[config.mk]
export PLATFORM = sky130hd
export DESIGN_NAME = aes32_shift_rows_stream
export DESIGN_NICKNAME = d
export VERILOG_FILES = /design/src/rtl/aes32_shift_rows_stream.sv
export SDC_FILE = /design/constraint.sdc
export NUM_CORES = 1
export LEC_CHECK = 0
export ABC_CLOCK_PERIOD_IN_PS = 3600
export CORE_MARGIN = 3
export CORE_UTILIZATION = 51
export DETAILED_ROUTE_END_ITERATION = 16
export HOLD_SLACK_MARGIN = 0.1
export PLACE_DENSITY = 0.67
export SLEW_MARGIN = 0
export SYNTH_ARGS = -nofsm -noshare
export SYNTH_HDL_FRONTEND = slang
export SYNTH_SLANG_ARGS = --single-unit
[constraint.sdc]
create_clock -name clk -period 3.6 [get_ports clk]
set_input_delay 0.36 -clock clk [delete_from_list [all_inputs] [get_ports clk]]
set_output_delay 0.36 -clock clk [all_outputs]
set_load 0.005 [all_outputs]
[src/rtl/aes32_shift_rows_stream.sv]
// aes32_shift_rows_stream: column-serial ShiftRows/InvShiftRows over two NB-column ping-pong banks.
// Latency: column 0 of a block is on out_data the cycle after its column NB-1 is accepted; 1 col/cycle sustained.
// Backpressure: in_ready falls once both banks are FULL; no combinational path from out_ready or in_* to outputs.
// Ports: clk/rst_n (async active-low); in_valid/in_ready/in_data/in_inv column input, in_inv taken with column 0;
//        out_valid/out_ready/out_data column output, out_first/out_last mark columns 0 and NB-1 of a block.
// Byte mapping on both sides: [31:24] row 0, [23:16] row 1, [15:8] row 2, [7:0] row 3.
module aes32_shift_rows_stream #(
   parameter int NB = 4
) (
   input  logic        clk,
   input  logic        rst_n,
   input  logic        in_valid,
   output logic        in_ready,
   input  logic [31:0] in_data,
   input  logic        in_inv,
   output logic        out_valid,
   input  logic        out_ready,
   output logic [31:0] out_data,
   output logic        out_first,
   output logic        out_last
);

   localparam int            CW   = $clog2(NB);
   localparam int            SW   = CW + 1;
   localparam logic [CW-1:0] LAST = CW'(NB - 1);

   if (!(NB == 4 || NB == 6 || NB == 8)) begin : g_bad_nb
      $error("aes32_shift_rows_stream: NB must be 4, 6 or 8");
   end

   typedef enum logic [1:0] {
      BANK_EMPTY   = 2'd0,
      BANK_FILLING = 2'd1,
      BANK_FULL    = 2'd2
   } bank_st_t;

   bank_st_t                  st_q [2];
   bank_st_t                  st_d [2];
   logic [1:0][NB-1:0][31:0]  mem_q, mem_d;
   logic [1:0]                inv_q, inv_d;
   logic                      wsel_q, wsel_d;
   logic                      rsel_q, rsel_d;
   logic [CW-1:0]             wcnt_q, wcnt_d;
   logic [CW-1:0]             rcnt_q, rcnt_d;
   logic                      in_fire;
   logic                      out_fire;

   // Handshake outputs depend on registered bank state only.
   assign in_ready  = (st_q[wsel_q] != BANK_FULL);
   assign out_valid = (st_q[rsel_q] == BANK_FULL);
   assign in_fire   = in_valid & in_ready;
   assign out_fire  = out_valid & out_ready;
   assign out_first = out_valid & (rcnt_q == '0);
   assign out_last  = out_valid & (rcnt_q == LAST);

   // Row shift offsets: Rijndael with 8 columns shifts rows 2 and 3 one further.
   function automatic logic [SW-1:0] row_off(input int r);
      if (NB == 8 && r >= 2) begin
         return SW'(r + 1);
      end
      return SW'(r);
   endfunction

   // Each output row byte is picked from a rotated column of the read bank.
   // Offsets are below NB, so a single conditional subtract implements mod NB.
   always_comb begin : p_out_mux
      logic [SW-1:0] src;
      out_data = '0;
      src      = '0;
      for (int r = 0; r < 4; r++) begin
         if (inv_q[rsel_q]) begin
            src = {1'b0, rcnt_q} + SW'(NB) - row_off(r);
         end else begin
            src = {1'b0, rcnt_q} + row_off(r);
         end
         if (src >= SW'(NB)) begin
            src = src - SW'(NB);
         end
         out_data[31-8*r -: 8] = mem_q[rsel_q][src[CW-1:0]][31-8*r -: 8];
      end
   end

   // Fill and drain touch different banks whenever both fire (the write bank is
   // never FULL, the read bank always is), so both updates can apply together.
   always_comb begin : p_next
      st_d   = st_q;
      mem_d  = mem_q;
      inv_d  = inv_q;
      wsel_d = wsel_q;
      rsel_d = rsel_q;
      wcnt_d = wcnt_q;
      rcnt_d = rcnt_q;

      if (in_fire) begin
         mem_d[wsel_q][wcnt_q] = in_data;
         if (wcnt_q == '0) begin
            inv_d[wsel_q] = in_inv;
            st_d[wsel_q]  = BANK_FILLING;
         end
         if (wcnt_q == LAST) begin
            st_d[wsel_q] = BANK_FULL;
            wcnt_d       = '0;
            wsel_d       = ~wsel_q;
         end else begin
            wcnt_d = wcnt_q + CW'(1);
         end
      end

      if (out_fire) begin
         if (rcnt_q == LAST) begin
            st_d[rsel_q] = BANK_EMPTY;
            rcnt_d       = '0;
            rsel_d       = ~rsel_q;
         end else begin
            rcnt_d = rcnt_q + CW'(1);
         end
      end
   end

   always_ff @(posedge clk or negedge rst_n) begin : p_regs
      if (!rst_n) begin
         for (int b = 0; b < 2; b++) begin
            st_q[b] <= BANK_EMPTY;
         end
         mem_q  <= '0;
         inv_q  <= '0;
         wsel_q <= 1'b0;
         rsel_q <= 1'b0;
         wcnt_q <= '0;
         rcnt_q <= '0;
      end else begin
         for (int b = 0; b < 2; b++) begin
            st_q[b] <= st_d[b];
         end
         mem_q  <= mem_d;
         inv_q  <= inv_d;
         wsel_q <= wsel_d;
         rsel_q <= rsel_d;
         wcnt_q <= wcnt_d;
         rcnt_q <= rcnt_d;
      end
   end

endmodule

Word level (Yosys, flattened, before mapping):

Index checks and enable logic that the tools add are counted.

* add/subtract/negate cells: 13
* multiply operators: 0
* div/mod/pow operators: 0
* $lt $le $gt $ge: 17
* eq/ne operators: 4
* shifts and indexed selects: 0
* mux-type cells: 46
* bitwise logic cells: 16
* reduce and logical (&&, ||, !) cells: 9

Operator list (count)
* 2-to-1 mux 128 bit: 3
* binary-select mux 32 bit (select 2 bit): 4
* bitwise mux 256 bit: 1
* demux 128 bit (select 1 bit): 1
* demux 32 bit (select 2 bit): 1
* 2-to-1 mux 32 bit: 2
* 2-to-1 mux 2 bit: 14
* 2-to-1 mux 24 bit: 1
* 2-to-1 mux 4 bit: 6
* 2-to-1 mux 16 bit: 1
* < comparator 2 x 3 -> 1 bit (second input constant): 5
* >= comparator 3 bit (second input constant): 4
* 2-to-1 mux 3 bit: 4
* 2-to-1 mux 8 bit: 1
* subtractor 2 x 1 -> 2 bit (second input constant): 4
* adder 2 x 2 -> 3 bit (second input constant): 2
* equality test 2 bit (second input constant): 3
* AND reduction 2 bit: 3
* subtractor 3 x 2 -> 3 bit (second input constant): 2
* adder 2 x 1 -> 2 bit (second input constant): 2
* AND 1 bit: 4
* AND 2 bit: 2
* AND 4 bit: 1
* demux 2 bit (select 1 bit): 2
* 19 further kinds: 32

* flip-flop bits (word level): 268
* latch bits: 0
* RAM bits: 0
* bits in read-only memories: 0
* input bits: 37
* output and inout bits: 36
* word-level logic and storage cells: 120
* memories kept: 0

Longest topological paths before layout:

Gate-level depths: netlist of run 1.

* word-level depth: 15
* gate-level depth with buffers: 7
* depth with buffers taken out: 4

Worst setup path before layout of run 1:

OpenSTA, ideal clock, no wires.

* path type: flip-flop to output port
* start point: register rcnt_q[1]
* end point: output port out_data[16]
* arrival: 2.162 ns
* path slack: 1.078 ns
* stages on the path, launching flop included: 8
* path buffers: 3
* cell sequence: dfrtp_1 -> clkbuf_1 -> clkinv_1 -> clkbuf_1 -> ha_1 -> xnor2_4 -> buf_6 -> mux2_4

* cells in the longest elaborated chain, start to end: 7
* elaborated cells on any way between the ends: 9
* classes of those cells: add/sub: 4; order compare: 1; mux: 4

RTL lines
* start, declared: RTL line 44 `logic [CW-1:0] rcnt_q, rcnt_d;`
* start signal, assigned: RTL line 140 `rcnt_q <= rcnt_d;`
* adder 2 x 3 -> 3 bit: RTL line 72 `src = {1'b0, rcnt_q} + SW'(NB) - row_off(r);`
* subtractor 3 x 1 -> 3 bit: RTL line 72
* 2-to-1 mux 3 bit (*): RTL line 71 `if (inv_q[rsel_q]) begin`
* >= comparator 3 bit / subtractor 2 x 1 -> 2 bit (equally long branches): RTL line 76, 77
* 2-to-1 mux 2 bit (*): RTL line 76 `if (src >= SW'(NB)) begin`
* binary-select mux 32 bit (select 2 bit) (*): RTL line 79 `out_data[31-8*r -: 8] = mem_q[rsel_q][src[CW-1:0]][31-8*r -: 8];`
* 2-to-1 mux 24 bit (not written as such) (*): RTL line 79
* end, declared: RTL line 18 `output logic [31:0] out_data,`

Mark *: on every way between the ends. The rest lies on a longest branch, timed or not. The select of a mux whose other input is x is not followed.

Final worst setup path of run 1:

* start point: register rcnt_q[1]
* end point: output port out_data[1]

* cells in the longest elaborated chain, start to end: 7
* elaborated cells on any way between the ends: 9
* classes of those cells: add/sub: 4; order compare: 1; mux: 4

RTL lines (RTL line)
* adder 2 x 3 -> 3 bit: 72
* subtractor 3 x 2 -> 3 bit: 72
* 2-to-1 mux 3 bit (*): 71
* >= comparator 3 bit / subtractor 2 x 1 -> 2 bit (equally long branches): 76, 77
* 2-to-1 mux 2 bit (*): 76
* binary-select mux 32 bit (select 2 bit) (*): 79
* 2-to-1 mux 8 bit (not written as such) (*): 79

Marked as above.

==> flow_summary_export.csv, run 1 <==
group,metric,value,unit
setup_path,arrival,3.08,ns
synthesis,syn_area,0.01237,sq mm
grt,grt_pass1_vias,7825,
detailed_routing,ant_nets,0,
sta,period_share,95.46,%
hold_path,hold_path_class,"in2async",
detailed_routing,initialDrtViolationCount,311,
synthesis,yosysUniqueCellTypes,38,
synthesis,synth_mux_area_share,38.32,%
synthesis,ys_seq_elements,268,
synthesis,synth-simple-area-share,2.973,%
placed_design,dp_hpwl,15930,microns
clock_tree,cts_inserted_buffers,29,
sta,drv_slew,0,
detailed_routing,dr.pass1.iters,4,
clock_tree,clockBufferDepth,3,
synthesis,synth_nets,798,
synthesis,ys_top_cells_by_count,"dfrtp_1 (268), mux2_2 (230), mux4_2 (63)",
sta,clock.fmax,291.0,MHz
floorplan,die_x,161.8,microns
grt,grtUsageTotal,21.30,%
detailed_routing,postRouteWirelength,26680,microns
synthesis,synth_compound_area_share,0.6472,%
sta,rsz0062_at_grt,"false",
pwr,power_density,1003,mW/mm^2
sta,whs,0.4493,ns
synthesis,syn_avg_cell_area,16.39,sq um
sta,fin_setup_tns,0,ns
final_layout,area_delta_synth_final,16.07,%
clock_tree,cts.sinks,268,
synthesis,synth_most_common_cell,"dfrtp_1",
synthesis,yosys.area.top_type,"dfrtp_1",
grt,grt_pass1_wl,43990,microns
sta,setup_viol,0,
detailed_routing,drc,0,
synthesis,yosys_warnings,0,
floorplan,die_h,161.8,microns
synthesis,synth_top_family_by_area,"multiplexers",
setup_path,cp_slowest_cell,"xnor2_4",
sta,min_period,3.437,ns
synthesis,synth-xor-area-share,0.2225,%
clock_tree,cts_max_level,1,
synthesis,synth-edff-count,0,
clock_tree,insertion_delay,0.53,ns
setup_path,slowest_delay,0.86,ns
floorplan,rows,56,
sta,finalHoldViolations,0,
synthesis,netlist_top_cells_area,"dfrtp_1 (54%), mux2_2 (21%), mux4_2 (11%)",
placed_design,dpl_cell_area,0.01340,sq mm
pwr,ir_drop,0.6553,mV
sta,skew,0.009374,ns
placed_design,portBuffers,72,
sta,slew_headroom,26.79,%
clock_tree,cts_tree,"built",
clock_tree,clkTransAtPathRegs,0.06,ns
flow_run,max-cap-violations,0,
detailed_routing,wl_per_cell,22.78,microns
clock_tree,cts.repair.resized,0,
detailed_routing,via_per_inst,5.720,
setup_path,cp-end-kind,"output pin",
detailed_routing,route.vias.total,6698,
floorplan,io_pins,73,
setup_path,crit_chain,"clkinv_1 > ha_1 > xnor2_4 > mux2_2 > clkdlybuf4s50_1",
final_layout,fillerInstances,1830,
synthesis,postSynth.asyncResetShare,100.0,%
placed_design,globalplace.congestion,0.7365,
synthesis,ys_seq_area_share,54.21,%
final_layout,final_cell_area,0.01436,sq mm
setup_path,startpoint_type,"register",
synthesis,synth-main-ff-cell,"dfrtp_1",
grt,antenna_found_initial,1,
grt,grt.overflow.total,0,
pwr,leakagePower,6.369,nW
run_status,status,"finished clean",
sta,tightest_slew,1.098,ns
floorplan,start_util,52.24,%
final_layout,final_nets,873,
synthesis,synth_top_area_share,54.21,%
final_layout,drive_gt1_share,47.94,%
synthesis,syn-instance-count,755,
floorplan,die-area,0.02616,sq mm
floorplan,coreArea,0.02368,sq mm
grt,grt_max_degree,95,
setup_path,required,3.24,ns
synthesis,synth_fa_ha_area_share,0.6068,%
setup_path,worst-setup-path-type,"reg2out",
clock_tree,root_buffer,"clkbuf_16",
setup_path,path_max_fanout,16,
## path summary, 6_finish.rpt
kind	start	endpoint	slack, ns	cells past startpoint
worst max-delay path	rcnt_q[1]	out_data[1]	0.16	5
worst min-delay path	rst_n	mem_q[121]	0.45	2
worst max register to register	wcnt_q[0]	mem_q[90]	1.28	5
worst min register to register	mem_q[41]	mem_q[41]	0.49	1
max in group asynchronous	rst_n	mem_q[37]	2.18	3
min in group clk	in_inv	inv_q[1]	0.49	2
## power breakdown
part / switching, mW / total, mW / leakage [nW] / internal (mW)
Combinational: 2.33 / 6.29 / 2.55 / 3.96
Sequential: 0.762 / 5.22 / 3.35 / 4.46
Clock: 1.14 / 2.89 / 0.468 / 1.75
## timing repair
| action | CTS | global route |
|---|---|---|
| endpoints found under the hold margin | 91 | 0 |
| setup buffers | 0 | 0 |
| hold buffers | 1 | 0 |
## per-layer routing
| layer | track usage [%] | part of all wire (%) |
|---|---|---|
| met3 | 3.392 | 3.4 |
| met2 | 37.61 | 51 |
| met5 | 0 | 0.030 |
| met1 | 28.18 | 43 |
| met4 | 4.575 | 1.8 |
## critical path, delay by kind of cell (launching register included)
kind | cells | cell delay [ns]
xor+xnor | 1 | 0.86
buf+inv | 2 | 0.54
mux | 1 | 0.43
fa+ha+maj | 1 | 0.36
flops | 1 | 0.35
## state kept, by name, indices dropped and copies added (netlist names)
register  flops
inv_q         2
mem_q       256
rcnt_q        2
rsel_q        1
st_q          4
wcnt_q        2
wsel_q        1
## cells by family after synthesis
group                    Yosys count
multiplexers                     343
AND/OR/NAND/NOR                   71
XOR/XNOR                           1
buffers and inverters             55
flip-flops                       268
AO/OA/AOI/OAI                     11
adder cells (fa/ha/maj)            6
## metrics by stage
step                setup slack (ns)  utilization [%]  power (mW)  cells
CTS                           0.1188            60.62       14.57   1170
global placement              0.7685            56.60       11.28   1117
floorplan                      1.078                -       9.379    755
finish                        0.1633            60.63       14.40   1171
detailed placement            0.7002            56.60       11.62   1117
global route                 0.02960            60.62       15.27   1170
## layout make-up
type	instances	area (sq um)	share of cell area (%)
multi-input combinational	432	5295	36.87
antenna	1	2.502	0.01743
clock buffer	47	893.4	6.221
clock inverter	5	50.05	0.3485
tap	319	399.1	2.779
sequential	268	6711	46.74
timing repair buffer	93	985.9	6.866
inverter	6	22.52	0.1568
## layout by cell type (no fill, tap or decap), types with 2 or more instances in the layout
master           instances
dfrtp_1                266
buf_4                   12
nor2_1                   4
clkdlybuf4s50_1         71
o21a_1                   4
mux2_1                  10
clkinv_2                 4
mux2_2                 230
nand2_1                 49
and2_1                   2
clkbuf_1                 8
nand4b_2                 2
and4_2                   2
mux2_4                  38
inv_1                    5
ha_1                     6
nand4_1                  3
buf_12                   8
clkbuf_8                10
o21ai_0                  2
clkbuf_16               29
mux4_2                  63
Note: power is estimated with default switching activity, not from simulation.
==> run 2, diff against run 1 <==
PLACE_DENSITY = 0.68   (was 0.67)
==> flow_summary_export.csv, run 2 (same netlist as run 1, synthesis figures left out) <==
group,metric,value,unit
final_layout,fillerInstances,1795,
sta,slew_headroom,48.59,%
setup_path,arrival,2.86,ns
final_layout,layout_common_cells,"dfrtp_1 (266), mux2_2 (230), clkdlybuf4s50_1 (71)",
sta,setup_viol,0,
setup_path,cp-end-kind,"output pin",
placed_design,dpl_cell_area,0.01340,sq mm
floorplan,io_pins,73,
sta,fin_setup_tns,0,ns
sta,min_period,3.217,ns
sta,finalHoldViolations,0,
hold_path,hold_path_class,"in2async",
grt,grt_pass1_wl,41830,microns
setup_path,reg2reg_from,"wcnt_q[0]",
final_layout,top_regs,"mem_q: 256 flops, st_q: 4 flops",
placed_design,portBuffers,72,
flow_run,max-cap-violations,0,
sta,tightest_slew,0.7684,ns
final_layout,layout.cells.most_common,"dfrtp_1",
floorplan,die_x,161.8,microns
grt,antenna_found_initial,0,
placed_design,dp_hpwl,15930,microns
setup_path,worst-setup-path-type,"reg2out",
pwr,leakagePower,6.362,nW
clock_tree,clockBufferDepth,3,
grt,grt.overflow.total,0,
clock_tree,cts_setup_buffers,0,
final_layout,area_delta_synth_final,15.97,%
final_layout,finalNonFillerCells,1171,
final_layout,final_nets,874,
grt,grt_max_degree,82,
sta,skew,0.01197,ns
placed_design,globalplace.congestion,0.7260,
setup_path,required,3.24,ns
detailed_routing,dr.pass1.iters,4,
clock_tree,insertion_delay,0.54,ns
clock_tree,clkTransAtPathRegs,0.06,ns
sta,period_share,89.35,%
clock_tree,root_buffer,"clkbuf_16",
final_layout,final_cell_area,0.01435,sq mm
detailed_routing,ant_nets,0,
run_status,status,"finished clean",
sta,clock.fmax,310.9,MHz
floorplan,start_util,52.24,%
clock_tree,cts_inserted_buffers,29,
detailed_routing,via_per_inst,5.716,
setup_path,reg2regPathDepth,5,
floorplan,die-area,0.02616,sq mm
floorplan,die_h,161.8,microns
detailed_routing,wl_per_cell,22.05,microns
pwr,ir_drop,0.5407,mV
setup_path,path_max_fanout,16,
final_layout,regMostFlops,"mem_q",
clock_tree,cts_tree,"built",
setup_path,reg2reg_slack,1.44,ns
detailed_routing,postRouteWirelength,25820,microns
floorplan,coreArea,0.02368,sq mm
setup_path,reg2reg_to,"mem_q[92]",
sta,rsz0062_at_grt,"false",
clock_tree,cts.sinks,268,
placed_design,dp_cells,1118,
clock_tree,cts.repair.resized,0,
sta,drv_slew,0,
final_layout,largest_reg_flops,256,
grt,grt_pass1_vias,7563,
setup_path,startpoint_type,"register",
detailed_routing,route.vias.total,6694,
clock_tree,cts_max_level,1,
floorplan,rows,56,
detailed_routing,initialDrtViolationCount,389,
final_layout,drive_gt1_share,48.24,%
grt,grtUsageTotal,20.12,%
final_layout,antennaDiodeCount,0,
pwr,power_density,1001,mW/mm^2
clock_tree,ctsHoldBuffers,1,
detailed_routing,drc,0,
-- run 2: critical path, cell delays in order (launching register included) --
cell and delay [ns]:
dfrtp_4 0.62, mux2i_4 0.35, xnor2_4 0.13, buf_4 0.36, mux2_2 0.40, clkdlybuf4s50_1 0.45
-- run 2: worst max-delay path by stage --
stage	from	endpoint	depth (start not counted)
detailed placement	in_valid	mem_q[47]	4
floorplan	rcnt_q[1]	out_data[16]	7
global placement	in_valid	mem_q[58]	4
CTS	rsel_q	out_data[3]	5
global route	rsel_q	out_data[22]	4
finish	rsel_q	out_data[3]	5
-- run 2: power breakdown --
group          internal [mW]  total [mW]  switching [mW]
combinational           3.97        6.24            2.27
sequential              4.46        5.25           0.793
clock                   1.70        2.86            1.16
-- run 2: metal layers --
metal	vias to the layer above	GRT usage [%]	part of all wire, %
met4	0	4.498	2.0
met2	113	34.86	51
met3	42	2.754	3.3
met5	-	0	0
li1	2939	-	-
met1	3600	27.46	44
-- run 2: area by class of cell --
type	count	area [sq um]	area share, %
well taps	319	399.1	2.782
inverters	6	22.52	0.1570
multi-input cells	432	5295	36.91
repair buffers	94	980.9	6.837
clock inverters	6	36.28	0.2529
clock buffers	46	899.6	6.270
flip-flops and latches	268	6714	46.80
-- run 2: stage by stage --
| step | power (mW) | setup slack [ns] | utilization, % | hold WS, ns |
|---|---|---|---|---|
| final | 14.36 | 0.3834 | 60.58 | 0.3975 |
| after global routing | 15.18 | 0.2384 | 60.58 | 0.4481 |
| after CTS | 14.56 | 0.3215 | 60.58 | 0.4080 |
| after detailed placement | 11.62 | 0.8523 | 56.59 | 0.3916 |
| after global placement | 11.29 | 0.9275 | 56.59 | 0.3829 |
| after floorplan | 9.379 | 1.078 | - | 0.06441 |
==> run 3, diff against run 2 <==
MAX_ROUTING_LAYER = met4   (was default)
SETUP_SLACK_MARGIN = 0.1   (was default)
==> flow_summary_export.csv, run 3 (same netlist as run 1, synthesis figures left out) <==
group,metric,value,unit
floorplan,die_h,161.8,microns
clock_tree,cts.sinks,268,
grt,grtUsageTotal,20.74,%
grt,grt.overflow.total,0,
floorplan,rows,56,
final_layout,layout_common_cells,"dfrtp_1 (266), mux2_2 (230), clkdlybuf4s50_1 (71)",
final_layout,multiInputGateArea,0.005295,sq mm
detailed_routing,wl_per_cell,22.07,microns
setup_path,cp-end-kind,"output pin",
sta,skew,0.01530,ns
clock_tree,insertion_delay,0.54,ns
detailed_routing,dr.pass1.iters,4,
clock_tree,root_buffer,"clkbuf_16",
placed_design,dp_hpwl,15930,microns
detailed_routing,drc,0,
final_layout,regArea,0.006714,sq mm
sta,finalHoldViolations,0,
setup_path,reg2regPathDepth,5,
clock_tree,cts_tree,"built",
setup_path,reg2reg_slack,1.45,ns
sta,final.setup.worst_slack,0.3713,ns
detailed_routing,ant_nets,0,
setup_path,worst-setup-path-type,"reg2out",
final_layout,layout.cells.most_common,"dfrtp_1",
hold_path,hold_path_class,"in2async",
clock_tree,cts_max_level,1,
final_layout,top_regs,"mem_q: 256 flops, st_q: 4 flops",
setup_path,startpoint_type,"register",
pwr,ir_drop,0.5480,mV
grt,grt_pass1_vias,7568,
placed_design,globalplace.congestion,0.7347,
setup_path,startpoint,"rsel_q",
run_status,status,"finished clean",
sta,rsz0062_at_grt,"false",
clock_tree,cts_inserted_buffers,29,
sta,slew_headroom,50.12,%
sta,setup_viol,0,
detailed_routing,initialDrtViolationCount,336,
clock_tree,cts_setup_buffers,0,
grt,grt_max_degree,82,
grt,grt_pass1_wl,41840,microns
setup_path,reg2reg_to,"mem_q[47]",
sta,clock.fmax,309.7,MHz
final_layout,regMostFlops,"mem_q",
final_layout,largest_reg_flops,256,
floorplan,coreArea,0.02368,sq mm
pwr,leakagePower,6.362,nW
clock_tree,cts.repair.resized,0,
sta,tightest_slew,0.7454,ns
setup_path,path_max_fanout,16,
setup_path,arrival,2.87,ns
detailed_routing,via_per_inst,5.709,
floorplan,die_x,161.8,microns
detailed_routing,route.vias.total,6685,
setup_path,reg2reg_from,"wcnt_q[1]",
placed_design,portBuffers,72,
sta,period_share,89.69,%
floorplan,die-area,0.02616,sq mm
clock_tree,ctsHoldBuffers,1,
final_layout,antennaDiodeCount,0,
detailed_routing,postRouteWirelength,25840,microns
clock_tree,clkTransAtPathRegs,0.06,ns
flow_run,max-cap-violations,0,
setup_path,cp-endpoint,"out_data[3]",
pwr,power_density,1001,mW/mm^2
floorplan,start_util,52.24,%
sta,drv_slew,0,
clock_tree,clockBufferDepth,3,
grt,antenna_found_initial,0,
floorplan,io_pins,73,
sta,fin_setup_tns,0,ns
final_layout,drive_gt1_share,48.24,%
final_layout,final_nets,874,
sta,min_period,3.229,ns
placed_design,dp_slack,0.8523,ns
setup_path,required,3.24,ns
final_layout,fillerInstances,1795,
final_layout,area_delta_synth_final,15.97,%
pwr,finalPower,14.36,mW
run 3: through the flow:
step	instance area, sq um	hold slack (ns)	std cells	utilization [%]
3_5_place_dp	13400	0.3916	1118	56.59
6_report	14350	0.3873	1171	60.58
4_1_cts	14350	0.4080	1171	60.58
3_3_place_gp	13400	0.3829	1118	56.59
5_1_grt	14350	0.4315	1171	60.58
2_1_floorplan	12370	0.06441	755	-
run 3: area by class of cell:
| cell class | instances | area share (%) |
|---|---|---|
| multi-input cells | 432 | 36.91 |
| well taps | 319 | 2.782 |
| repair buffers | 94 | 6.837 |
| inverters | 6 | 0.1570 |
| clock buffers | 46 | 6.270 |
| clock inverters | 6 | 0.2529 |
| flip-flops and latches | 268 | 46.80 |
run 3: power breakdown:
| group | leakage [nW] | internal, mW | switching, mW |
|---|---|---|---|
| clock network | 0.464 | 1.70 | 1.16 |
| logic | 2.54 | 3.97 | 2.27 |
| registers | 3.35 | 4.46 | 0.793 |
run 3: critical path, stage by stage, from the launching register on:
cell and delay (ns):
dfrtp_4 0.62, mux2i_4 0.35, xnor2_4 0.13, buf_4 0.37
mux2_2 0.40, clkdlybuf4s50_1 0.45
run 3: how the worst min path moves through the flow:
stage | depth (start not counted) | slack (ns) | from | to
global route | 2 | 0.43 | rst_n | mem_q[248]
CTS | 2 | 0.41 | rst_n | mem_q[24]
floorplan | 0 | 0.06 | rst_n | inv_q[0]
global placement | 1 | 0.38 | rst_n | mem_q[216]
finish | 2 | 0.39 | rst_n | mem_q[248]
detailed placement | 1 | 0.39 | rst_n | mem_q[216]
run 3: routing by layer:
layer	track usage [%]	wire, microns	vias to the layer above
met3	2.652	936	42
met2	34.90	13120	111
met4	4.498	562	0
met5	-	0	-
met1	27.55	11220	3598
li1	-	-	2934
